<file path="src/rtl/truth_table_capture.sv">
// Truth-table capture engine: sweeps a 4-input function through all 16 input
// vectors, samples its output after a settle time and compares against a reference.
module truth_table_capture #(
    parameter int unsigned SETTLE = 2
) (
    input  logic        clk,
    input  logic        rst,
    input  logic        start,
    input  logic [15:0] expected,
    input  logic        f,
    output logic        a,
    output logic        b,
    output logic        c,
    output logic        d,
    output logic        busy,
    output logic        done,
    output logic [15:0] capture_table,
    output logic [4:0]  ones_count,
    output logic        mismatch,
    output logic [3:0]  first_fail
);

    typedef enum logic [1:0] {
        IDLE  = 2'd0,
        DRIVE = 2'd1,
        DONE  = 2'd2
    } state_t;

    localparam logic [3:0] SETTLE_LAST = 4'(SETTLE - 1);

    state_t      state_r;
    state_t      state_next_s;
    logic [3:0]  idx_r;
    logic [3:0]  settle_cnt_r;
    logic [15:0] table_r;
    logic [15:0] exp_r;
    logic [4:0]  ones_r;
    logic        busy_r;
    logic        done_r;
    logic        mismatch_r;
    logic [3:0]  first_fail_r;

    logic        start_run_s;
    logic        sample_s;
    logic        last_s;
    logic [15:0] table_next_s;
    logic [15:0] diff_s;

    // Lowest set bit position of a 16-bit vector; zero when no bit is set.
    function automatic logic [3:0] lowest_set(input logic [15:0] v);
        logic [3:0] pos;
        pos = 4'd0;
        for (int i = 15; i >= 0; i--) begin
            if (v[i]) begin
                pos = 4'(i);
            end else begin
                pos = pos;
            end
        end
        return pos;
    endfunction

    // Next-state decode plus the per-edge control strobes for the datapath.
    always_comb begin
        state_next_s = state_r;
        start_run_s  = 1'b0;
        sample_s     = 1'b0;
        last_s       = 1'b0;
        case (state_r)
            IDLE, DONE: begin
                if (start) begin
                    state_next_s = DRIVE;
                    start_run_s  = 1'b1;
                end else begin
                    state_next_s = state_r;
                end
            end
            DRIVE: begin
                if (settle_cnt_r == SETTLE_LAST) begin
                    sample_s = 1'b1;
                    if (idx_r == 4'd15) begin
                        last_s       = 1'b1;
                        state_next_s = DONE;
                    end else begin
                        state_next_s = DRIVE;
                    end
                end else begin
                    state_next_s = DRIVE;
                end
            end
            default: begin
                state_next_s = IDLE;
            end
        endcase
    end

    // Table including the bit sampled this edge, used for the final comparison.
    always_comb begin
        table_next_s        = table_r;
        table_next_s[idx_r] = f;
        diff_s              = table_next_s ^ exp_r;
    end

    // State register.
    always_ff @(posedge clk or posedge rst) begin
        if (rst) begin
            state_r <= IDLE;
        end else begin
            state_r <= state_next_s;
        end
    end

    // Datapath: vector index, settle timer, captured table and result flags.
    always_ff @(posedge clk or posedge rst) begin
        if (rst) begin
            idx_r        <= 4'd0;
            settle_cnt_r <= 4'd0;
            table_r      <= 16'd0;
            exp_r        <= 16'd0;
            ones_r       <= 5'd0;
            busy_r       <= 1'b0;
            done_r       <= 1'b0;
            mismatch_r   <= 1'b0;
            first_fail_r <= 4'd0;
        end else if (start_run_s) begin
            idx_r        <= 4'd0;
            settle_cnt_r <= 4'd0;
            table_r      <= 16'd0;
            exp_r        <= expected;
            ones_r       <= 5'd0;
            busy_r       <= 1'b1;
            done_r       <= 1'b0;
            mismatch_r   <= 1'b0;
            first_fail_r <= 4'd0;
        end else if (sample_s) begin
            table_r      <= table_next_s;
            ones_r       <= ones_r + {4'd0, f};
            settle_cnt_r <= 4'd0;
            if (last_s) begin
                // Index returns to 0000 rather than starting a 17th vector.
                idx_r        <= 4'd0;
                busy_r       <= 1'b0;
                done_r       <= 1'b1;
                mismatch_r   <= |diff_s;
                first_fail_r <= lowest_set(diff_s);
            end else begin
                idx_r <= idx_r + 4'd1;
            end
        end else if (state_r == DRIVE) begin
            settle_cnt_r <= settle_cnt_r + 4'd1;
        end else begin
            settle_cnt_r <= settle_cnt_r;
        end
    end

    assign {a, b, c, d}  = idx_r;
    assign busy          = busy_r;
    assign done          = done_r;
    assign capture_table = table_r;
    assign ones_count    = ones_r;
    assign mismatch      = mismatch_r;
    assign first_fail    = first_fail_r;

endmodule

</file>
<file path="config.mk">
export PLATFORM = sky130hd
export DESIGN_NAME = truth_table_capture
export DESIGN_NICKNAME = d
export VERILOG_FILES = /design/src/rtl/truth_table_capture.sv
export SDC_FILE = /design/constraint.sdc
export NUM_CORES = 1
export LEC_CHECK = 0
export ABC_AREA = 1
export CAP_MARGIN = 10
export CORE_MARGIN = 5
export CORE_UTILIZATION = 52
export CTS_CLUSTER_DIAMETER = 60
export DETAILED_ROUTE_END_ITERATION = 7
export HOLD_SLACK_MARGIN = 0.06
export PLACE_DENSITY_LB_ADDON = 0.15
export RECOVER_POWER = 100
export REMOVE_ABC_BUFFERS = 1
export SETUP_SLACK_MARGIN = 0.02
export SLEW_MARGIN = 20
export SYNTH_ARGS = -nofsm -noshare
export SYNTH_HDL_FRONTEND = slang
export SYNTH_SLANG_ARGS = --single-unit
</file>
<file path="constraint.sdc">
create_clock -name clk -period 2.2 [get_ports clk]
set_input_delay 0.22 -clock clk [delete_from_list [all_inputs] [get_ports clk]]
set_output_delay 0.22 -clock clk [all_outputs]
set_load 0.03 [all_outputs]
</file>
==> impl_metrics.env <==
export IMPL_synthFlopType="dfrtp_1"
export IMPL_hold_viol_final=0
export IMPL_crit_required_ns=2.40
export IMPL_antenna_found_initial=0
export IMPL_crit_top_cell="buf_4"
export IMPL_syn_area_sq_mm=0.002815
export IMPL_first_pass_iters=5
export IMPL_cp_cell_sequence="inv_4, ha_4, buf_4, a21oi_1, a31oi_2, xnor2_1, inv_1, nand2_2, nor3_4, buf_4, a32o_1"
export IMPL_crit_cells=11
export IMPL_drt_total_wl_mm=7.573
export IMPL_synth_edf_count=0
export IMPL_cts_sinks=54
export IMPL_max_stage_delay_ns=0.49
export IMPL_setup_viol=0
export IMPL_max_cap_viol_count=0
export IMPL_num_io_pins=52
export IMPL_wl_per_cell_microns=15.30
export IMPL_antenna_cells=0
export IMPL_gp_congestion=0.9102
export IMPL_dp_hpwl_mm=5.446
export IMPL_final_setup_skew_ns=0.009809
export IMPL_synth_top_area_cell="dfrtp_1"
export IMPL_cpLargestDelayFamily="compound AO/OA/AOI/OAI gates"
export IMPL_synthDominantCellAreaShare_pct=48.00
export IMPL_num_vias=2710
export IMPL_ctsHoldBuffers=0
export IMPL_ys_seq_area_share_pct=48.00
export IMPL_clock_latency_ns=0.31
export IMPL_synth_cells=344
export IMPL_htree_levels=2
export IMPL_cts_buffers=5
export IMPL_tritoncts="done"
export IMPL_syn_area_per_cell_sq_um=8.184
export IMPL_hold_depth=3
export IMPL_drive_above_1_share_pct=17.65
export IMPL_grt_pass1_wl_mm=12.18
export IMPL_fin_ws_ns=0.1264
export IMPL_final_nets=452
export IMPL_vias_per_cell=5.475
export IMPL_coreArea_sq_mm=0.005172
export IMPL_relSlewSlack_pct=26.44
export IMPL_yosys_top_cells_area="dfrtp_1 48%, nand2_1 15%, inv_1 4.7%"
export IMPL_slowest_stage="dfrtp_2"
export IMPL_leakagePower_nw=1.791
export IMPL_ys_seq_elements=54
export IMPL_fin_crit_ns=2.074
export IMPL_dp_slack_ns=-0.09520
export IMPL_ys_warn_count=0
export IMPL_startpoint_type="flop"
export IMPL_crit_buf_inv=4
export IMPL_fin_crit_sh_pct=94.25
export IMPL_synthArstFlopShare_pct=100.0
export IMPL_hold_class="input port to flop"
export IMPL_slew_viol_final=0
export IMPL_ff_latch_area_sq_mm=0.001358
export IMPL_grt_max_degree=31
export IMPL_tightest_slew_ns=1.102
export IMPL_dieWidth_microns=83.58
export IMPL_grt_ovfl_total=0
export IMPL_rsz0062_at_grt="true"
export IMPL_crit_fanout=6
export IMPL_clock_path_buffers=2
export IMPL_drt_iter0_drc=254
export IMPL_multi_input_area_sq_mm=0.001436
export IMPL_grt_pass1_vias=2579
export IMPL_worstSetupPathType="flop to flop"
export IMPL_n_fill_cell=372
export IMPL_cp_end_kind="flop"
export IMPL_critical_path_arrival_ns=2.28
export IMPL_die_h_microns=83.58
export IMPL_clk_pin_slew_worst_paths_ns=0.10
export IMPL_layout_common_cells="103 x nand2_1, 51 x dfrtp_1, 49 x clkdlybuf4s50_1"
export IMPL_die_area_sq_mm=0.006986
export IMPL_track_usage_pct=21.56
export IMPL_peakVddDrop_mv=0.8546
export IMPL_cts_root_buffer="clkbuf_8"
export IMPL_row_count=26
export IMPL_power_w=0.005063
export IMPL_outcome="completed"
export IMPL_yosysUniqueCellTypes=29
export IMPL_fin_util_pct=74.55
export IMPL_powerDensity_mw_per_mm2=1313
export IMPL_rr_worst_depth=11
export IMPL_ant_nets=0
export IMPL_io_buffers=51
export IMPL_route_detailed_drc=0
export IMPL_start_util_pct=54.43
export IMPL_mostFrequentLayoutCell="nand2_1"
export IMPL_fmaxAchievable_ghz=0.4823
export IMPL_synthToLayoutAreaGrowth_pct=36.98
==> timing repair <==
action,in CTS,in global routing
endpoints found under the setup margin,5,5
gates resized for setup,9,33
setup buffers,2,11
pin swaps,1,14
==> flip-flops by register name, summed over array words and instances (netlist names) <==
signal         count
busy               1
capture_table     16
done               1
exp_r             16
first_fail         4
idx_r              4
mismatch           1
ones_count         5
settle_cnt_r       4
state_r            2
==> layout make-up <==
type | instances | area share, %
clock inverter | 2 | 0.3245
inverter | 37 | 3.666
clock buffer | 6 | 2.141
multi-input combinational | 243 | 37.25
timing repair buffer | 83 | 19.14
sequential | 54 | 35.20
tap | 70 | 2.271
==> kinds of logic (layout without fill, tap and decap cells) <==
group           after synthesis  after routing  share of synthesized area, %
xor+xnor                     16             16                         4.978
simple gates                160            160                         23.82
fa+ha+maj                     8              8                         3.556
flops                        54             54                         48.00
compound gates               59             59                         12.80
buf+inv                      47            128                         6.845
==> power breakdown <==
part | total [W] | switching (W) | internal, W
Sequential | 0.00165 | 0.000333 | 0.00132
Combinational | 0.00283 | 0.00164 | 0.00119
Clock | 0.000580 | 0.000326 | 0.000254
==> final timing paths <==
kind                       slack (ns)          start       endpoint
setup reg to reg                 0.13       idx_r[0]  first_fail[2]
hold / removal                   0.44    expected[6]       exp_r[6]
setup / recovery                 0.13       idx_r[0]  first_fail[2]
min in group asynchronous        0.62            rst       exp_r[6]
max in group asynchronous        0.59            rst       idx_r[2]
hold reg to reg                  0.49  first_fail[1]  first_fail[1]
==> through the flow <==
stage / instances / hold slack [ns] / setup TNS [ns] / area, sq um
finish: 495 / 0.4373 / 0 / 3856
global route: 495 / 0.4355 / -0.1897 / 3856
CTS: 484 / 0.3188 / 0 / 3649
detailed placement: 474 / 0.4739 / -0.2165 / 3502
global placement: 474 / 0.4583 / -0.1083 / 3502
floorplan: 334 / 0.3366 / 0 / 2761
==> cell usage after synthesis (2+ instances only) <==
library cell,instances
a22o_1,8
dfrtp_1,54
nor3_1,3
nand3_1,19
xor2_1,5
nand2_1,109
xnor2_1,11
a21oi_1,10
inv_2,2
a31oi_1,5
inv_1,35
o21ai_0,19
clkbuf_1,7
buf_6,2
nor2_2,2
o21ai_1,5
o22ai_1,6
nand4_1,6
nor2_1,19
ha_1,8
==> worst min-delay path, delay by kind of cell <==
kind | cells | cell delay, ns
simple gates | 2 | 0.10
buf+inv | 1 | 0.39
==> metal layers <==
metal	part of all wire, %	up-vias	global-route usage, %
met3	7.9	9	4.442
met4	1.1	0	6.433
met2	50	130	36.30
li1	-	1287	-
met5	0	-	0
met1	40	1284	27.97
Note: power is estimated with default switching activity, not from simulation.
